File: src/rtl/nibble_bus_arbiter_pkg.sv
// Shared types and constants for the two-requester nibble bus arbiter.
package nibble_bus_arbiter_pkg;

    typedef enum logic [1:0] {
        ARB_IDLE    = 2'd0,
        ARB_GRANT_A = 2'd1,
        ARB_GRANT_B = 2'd2
    } arb_state_e;

    localparam logic SRC_A = 1'b0;
    localparam logic SRC_B = 1'b1;

    function automatic arb_state_e grant_state(input logic src);
        return (src == SRC_B) ? ARB_GRANT_B : ARB_GRANT_A;
    endfunction

endpackage

File: src/rtl/nibble_bus_arbiter_if.sv
// Bus bundle between the two requesters, the arbiter and the single consumer.
interface nibble_bus_arbiter_if #(
    parameter int W = 4
);
    // Every link is valid/ready: a beat moves on a rising edge where both are
    // high; valid never waits on ready, and a held beat keeps its data stable.
    logic         a_valid;
    logic [W-1:0] a_data;
    logic         a_ready;
    logic         b_valid;
    logic [W-1:0] b_data;
    logic         b_ready;
    logic         out_valid;
    logic [W-1:0] out_data;
    logic         out_src;
    logic         out_ready;
    logic         sel;
    logic         busy;

    modport master (
        output a_valid, a_data, b_valid, b_data, out_ready,
        input  a_ready, b_ready, out_valid, out_data, out_src, sel, busy
    );

    modport slave (
        input  a_valid, a_data, b_valid, b_data, out_ready,
        output a_ready, b_ready, out_valid, out_data, out_src, sel, busy
    );

endinterface

File: src/rtl/nibble_bus_arbiter_mux.sv
// Existing 2:1 nibble mux; s = 0 passes a, s = 1 passes b.
module Mux_4bit_2i_1o #(
    parameter int W = 4
) (
    input  logic         s,
    input  logic [W-1:0] a,
    input  logic [W-1:0] b,
    output logic [W-1:0] r
);

    assign r = s ? b : a;

endmodule

File: src/rtl/nibble_bus_arbiter.sv
// Round-robin burst arbiter steering the nibble mux between requesters A and B
// and registering the selected beat toward one consumer.
module nibble_bus_arbiter
    import nibble_bus_arbiter_pkg::*;
#(
    parameter int W     = 4,
    parameter int BURST = 4
) (
    input  logic                           clk,
    input  logic                           rst,
    nibble_bus_arbiter_if.slave            bus,
    output arb_state_e                     state_o,
    output logic [$clog2(BURST+1)-1:0]     beat_cnt_o
);

    localparam int CW = $clog2(BURST + 1);
    localparam logic [CW-1:0] CNT_LAST = CW'(BURST - 1);
    localparam logic [CW-1:0] CNT_ONE  = CW'(1);

    arb_state_e   state_q, state_d;
    logic         last_q, last_d;
    logic [CW-1:0] cnt_q, cnt_d;
    logic         sel_q;
    logic         out_valid_q, out_valid_d;
    logic [W-1:0] out_data_q, out_data_d;
    logic         out_src_q, out_src_d;

    logic         gnt_src;
    logic         x_valid;
    logic         y_valid;
    logic         can_take;
    logic         accept;
    logic         burst_end;
    logic         a_rdy;
    logic         b_rdy;
    logic         pick;
    logic [W-1:0] mux_r;

    Mux_4bit_2i_1o #(.W(W)) u_mux (
        .s (sel_q),
        .a (bus.a_data),
        .b (bus.b_data),
        .r (mux_r)
    );

    assign gnt_src  = (state_q == ARB_GRANT_B) ? SRC_B : SRC_A;
    assign x_valid  = (gnt_src == SRC_B) ? bus.b_valid : bus.a_valid;
    assign y_valid  = (gnt_src == SRC_B) ? bus.a_valid : bus.b_valid;
    assign can_take = !out_valid_q || bus.out_ready;

    always_comb begin
        state_d     = state_q;
        last_d      = last_q;
        cnt_d       = cnt_q;
        out_valid_d = out_valid_q;
        out_data_d  = out_data_q;
        out_src_d   = out_src_q;
        a_rdy       = 1'b0;
        b_rdy       = 1'b0;
        accept      = 1'b0;
        burst_end   = 1'b0;
        pick        = SRC_A;

        case (state_q)
            ARB_IDLE: begin
                if (bus.a_valid || bus.b_valid) begin
                    // On a tie the requester that did not own the bus last wins.
                    if (bus.a_valid && bus.b_valid) begin
                        pick = ~last_q;
                    end else begin
                        pick = bus.b_valid ? SRC_B : SRC_A;
                    end
                    state_d = grant_state(pick);
                    last_d  = pick;
                    cnt_d   = '0;
                end
            end
            ARB_GRANT_A, ARB_GRANT_B: begin
                a_rdy     = (gnt_src == SRC_A) && can_take;
                b_rdy     = (gnt_src == SRC_B) && can_take;
                accept    = x_valid && can_take;
                burst_end = accept && (cnt_q == CNT_LAST);
                if (accept) begin
                    cnt_d = cnt_q + CNT_ONE;
                end
                if (!x_valid || burst_end) begin
                    if (y_valid) begin
                        state_d = grant_state(~gnt_src);
                        last_d  = ~gnt_src;
                        cnt_d   = '0;
                    end else if (burst_end) begin
                        cnt_d = '0;
                    end else begin
                        state_d = ARB_IDLE;
                    end
                end
            end
            default: begin
                state_d = ARB_IDLE;
            end
        endcase

        if (accept) begin
            out_valid_d = 1'b1;
            out_data_d  = mux_r;
            out_src_d   = gnt_src;
        end else if (out_valid_q && bus.out_ready) begin
            out_valid_d = 1'b0;
        end
    end

    always_ff @(posedge clk) begin
        if (rst) begin
            state_q     <= ARB_IDLE;
            last_q      <= SRC_B;
            cnt_q       <= '0;
            sel_q       <= 1'b0;
            out_valid_q <= 1'b0;
            out_data_q  <= '0;
            out_src_q   <= SRC_A;
        end else begin
            state_q     <= state_d;
            last_q      <= last_d;
            cnt_q       <= cnt_d;
            sel_q       <= (state_d == ARB_GRANT_B);
            out_valid_q <= out_valid_d;
            out_data_q  <= out_data_d;
            out_src_q   <= out_src_d;
        end
    end

    // Readies are masked while reset is sampled so no beat is taken in that cycle.
    assign bus.a_ready   = a_rdy && !rst;
    assign bus.b_ready   = b_rdy && !rst;
    assign bus.out_valid = out_valid_q;
    assign bus.out_data  = out_data_q;
    assign bus.out_src   = out_src_q;
    assign bus.sel       = sel_q;
    assign bus.busy      = (state_q != ARB_IDLE) || out_valid_q;

    assign state_o    = state_q;
    assign beat_cnt_o = cnt_q;

endmodule
File: src/flat_wrapper.sv
// flat-port wrapper written by rule: the top's interface ports become plain ports
module nibble_bus_arbiter_flat import nibble_bus_arbiter_pkg::*;
#(
    parameter int W     = 4,
    parameter int BURST = 4
)
  (clk, rst, state_o, beat_cnt_o, bus_a_valid, bus_a_data, bus_b_valid, bus_b_data, bus_out_ready, bus_a_ready, bus_b_ready, bus_out_valid, bus_out_data, bus_out_src, bus_sel, bus_busy);
  nibble_bus_arbiter_if #(.W(W)) bus_i ();
  input  logic clk;
  input  logic rst;
  output arb_state_e state_o;
  output logic [$clog2(BURST+1)-1:0] beat_cnt_o;
  input wire logic [$bits(bus_i.a_valid)-1:0] bus_a_valid;
  input wire logic [$bits(bus_i.a_data)-1:0] bus_a_data;
  input wire logic [$bits(bus_i.b_valid)-1:0] bus_b_valid;
  input wire logic [$bits(bus_i.b_data)-1:0] bus_b_data;
  input wire logic [$bits(bus_i.out_ready)-1:0] bus_out_ready;
  output wire logic [$bits(bus_i.a_ready)-1:0] bus_a_ready;
  output wire logic [$bits(bus_i.b_ready)-1:0] bus_b_ready;
  output wire logic [$bits(bus_i.out_valid)-1:0] bus_out_valid;
  output wire logic [$bits(bus_i.out_data)-1:0] bus_out_data;
  output wire logic [$bits(bus_i.out_src)-1:0] bus_out_src;
  output wire logic [$bits(bus_i.sel)-1:0] bus_sel;
  output wire logic [$bits(bus_i.busy)-1:0] bus_busy;
  assign bus_i.a_valid = bus_a_valid;
  assign bus_i.a_data = bus_a_data;
  assign bus_i.b_valid = bus_b_valid;
  assign bus_i.b_data = bus_b_data;
  assign bus_i.out_ready = bus_out_ready;
  assign bus_a_ready = bus_i.a_ready;
  assign bus_b_ready = bus_i.b_ready;
  assign bus_out_valid = bus_i.out_valid;
  assign bus_out_data = bus_i.out_data;
  assign bus_out_src = bus_i.out_src;
  assign bus_sel = bus_i.sel;
  assign bus_busy = bus_i.busy;
  nibble_bus_arbiter #(.W(W), .BURST(BURST)) u_core (.clk(clk), .rst(rst), .bus(bus_i), .state_o(state_o), .beat_cnt_o(beat_cnt_o));
endmodule
File: config.mk
export PLATFORM = sky130hd
export DESIGN_NAME = nibble_bus_arbiter_flat
export DESIGN_NICKNAME = d
export VERILOG_FILES = /design/src/rtl/nibble_bus_arbiter_pkg.sv /design/src/rtl/nibble_bus_arbiter_if.sv /design/src/rtl/nibble_bus_arbiter_mux.sv /design/src/rtl/nibble_bus_arbiter.sv /design/src/flat_wrapper.sv
export SDC_FILE = /design/constraint.sdc
export NUM_CORES = 1
export LEC_CHECK = 0
export BUFFER_PORTS_ARGS = -buffer_cell sky130_fd_sc_hd__buf_2
export CORE_ASPECT_RATIO = 0.7
export CORE_MARGIN = 2
export CORE_UTILIZATION = 30
export DETAILED_ROUTE_END_ITERATION = 16
export SKIP_CTS_REPAIR_TIMING = 1
export SYNTH_ARGS = -nofsm -noshare
export SYNTH_HDL_FRONTEND = slang
export SYNTH_SLANG_ARGS = --single-unit
File: constraint.sdc
create_clock -name clk -period 2.2 [get_ports clk]
set_input_delay 0.44 -clock clk [delete_from_list [all_inputs] [get_ports clk]]
set_output_delay 0.44 -clock clk [all_outputs]
set_load 0.1 [all_outputs]
==> flow_summary.toml <==
[hold_path]
min_path_type = "reg2reg"
worstHoldStart = "u_core.bus.out_data[0]"

[synthesis]
syn_area_um2 = 867
synth_top_area_share = 0.300
ys.flop_type = "dfxtp_1"
seq_area_frac_synth = 0.300
yosys-top-cells-area = "dfxtp_1 (30%), mux2i_1 (8.1%), ha_1 (7.2%)"
syn_nets = 114
synth_cells = 96
syn_avg_cell_area_um2 = 9.03
ys_types = 37
async_flop_share = 0
synth_edf_count = 0
yosysWarnings = 0
ys_ff_latch = 13
synth_common_cells = "dfxtp_1 (13), nor2_1 (13), mux2i_1 (7)"
synth_top_area_cell = "dfxtp_1"

[grt]
grt_max_degree = 14
grt_pass1_vias = 732
grt_pass1_wl_um = 3250
track_usage = 0.130
antenna_found_initial = 0
grt-ovfl-total = 0

[drt]
drt_iter0_drc = 9
routed_wl_um = 1960
dr.pass1.iters = 4
num_vias = 801
postRouteAntennaNets = 0
vias_per_cell = 5.07
drc_errors = 0
wl_per_cell_um = 12.4

[timing]
slew_headroom = 0.577
tightest_slew_ns = 0.633
fmax_mhz = 479
rsz0062_at_grt = "false"
final.period_utilization = 0.949
period_minus_slack_ns = 2.09
hold_slack_ns = 0.488
slew_violations = 0
finalSetupViolCount = 0
finClkSkew_ns = 0.00415
hold_viol = 0

[critical_path]
crit_arrival_ns = 1.65
crit_path_end_kind = "output pin"
crit_required_ns = 1.76
r2r_start = "u_core.state_o[0]"
path_class = "reg2out"
start_kind = "register"
crit_fanout = 9
startpoint = "u_core.state_o[0]"

[floorplanning]
coreArea_um2 = 2780
die_w_um = 68.3
die_h_um = 49.0
dieArea_um2 = 3340
start_util = 0.312
rows = 16
ios = 28

[clock_tree]
cts_buffers = 3
cts-root-buf = "clkbuf_8"
cts_sinks = 13
cts_tree = "built"
cts_buffer_depth = 2
clk_latency_ns = 0.25
clkTransAtPathRegs_ns = 0.06
cts_htree_levels = 1

[outcome]
status = "complete, no violations"

[final_layout]
antenna_cells = 0
drive_gt1_frac = 0.426
stdcell_area_um2 = 1140
area_delta_synth_final_pct = 31.7
multi_input_area_um2 = 589
nets = 141
regArea_um2 = 272
final.fill_count = 283

[placement]
portBuffers = 27
dpl.hpwl_um = 1490
place_congestion = 0.806
post_dp_cell_area_um2 = 1100

[job]
drv_cap = 0
==> worst paths after layout <==
check,cells after the start,endpoint,slack (ns)
max reg2reg,6,u_core.beat_cnt_o[1],0.36
max,4,bus_b_ready,0.11
min,2,u_core.bus.out_data[0],0.49
min reg2reg,2,u_core.bus.out_data[0],0.49
==> routing by layer <==
layer,part of all wire,wire length (um),vias to the layer above,GRT usage
li1,-,-,396,-
met1,0.47,918,366,0.176
met2,0.41,814,35,0.189
met3,0.11,208,4,0.0485
met4,0.010,20,0,0.0400
met5,0,0,-,0
==> cell usage in the layout, fill, tap and decap left out, drive strengths merged <==
cell     netlist  routed
mux2           5       5
a221o          1       1
nand2b         2       2
nand2          4       4
xnor2          1       1
a31oi          2       2
a21oi          6       6
o32ai          1       1
o2111a         1       1
or3            1       1
nor3b          1       1
and2           1       1
nor3           1       1
a21o           1       1
o221ai         1       1
and3b          1       1
or3b           1       1
a2111oi        1       1
nor2b          6       6
dfxtp         13      13
clkbuf         1       4
a211oi         2       2
ha             5       5
nor2          13      13
nor4           1       1
o21ai          2       2
nand3          1       1
o21bai         1       1
o31ai          1       1
o22ai          1       1
inv            5       5
mux2i          8       8
buf            4      27
==> critical path: stages (launching register included) <==
cell and delay, ns:
dfxtp_4 0.36, inv_4 0.08, ha_1 0.45, nor3b_4 0.31, buf_12 0.20
==> kinds of logic (layout without fill, tap and decap cells) <==
logic type / count (synthesis) / after routing / synth area share
flops: 13 / 13 / 0.300
buf+inv: 10 / 36 / 0.0649
simple gates: 33 / 33 / 0.212
xor+xnor: 1 / 1 / 0.0101
mux: 13 / 13 / 0.162
compound gates: 21 / 21 / 0.179
fa+ha+maj: 5 / 5 / 0.0722
==> sequential cells by signal, indices dropped and copies added, names as in the netlist <==
name and flops:
u_core.last_q 1, u_core.beat_cnt_o 3, u_core.bus.out_src 1, u_core.bus.sel 1, u_core.bus.out_valid 1, u_core.bus.out_data 4
u_core.state_o 2
==> through the flow <==
stage	TNS, ns	worst slack (ns)	cells	utilization
3_5_place_dp	0	0.395	154	0.394
3_3_place_gp	0	0.388	154	0.394
6_report	0	0.112	158	0.411
2_1_floorplan	-0.387	-0.384	96	-
4_1_cts	0	0.131	158	0.411
5_1_grt	0	0.0739	158	0.411
==> area by class of cell <==
| class | count | area share |
|---|---|---|
| multi-input cells | 73 | 0.516 |
| flip-flops and latches | 13 | 0.238 |
| repair buffers | 27 | 0.145 |
| clock buffers | 4 | 0.0394 |
| well taps | 36 | 0.0394 |
| inverters | 5 | 0.0230 |
Power is left out: the tool's default activity adds up to more than one toggle a clock period on the data nets, which glitch-free logic cannot reach.
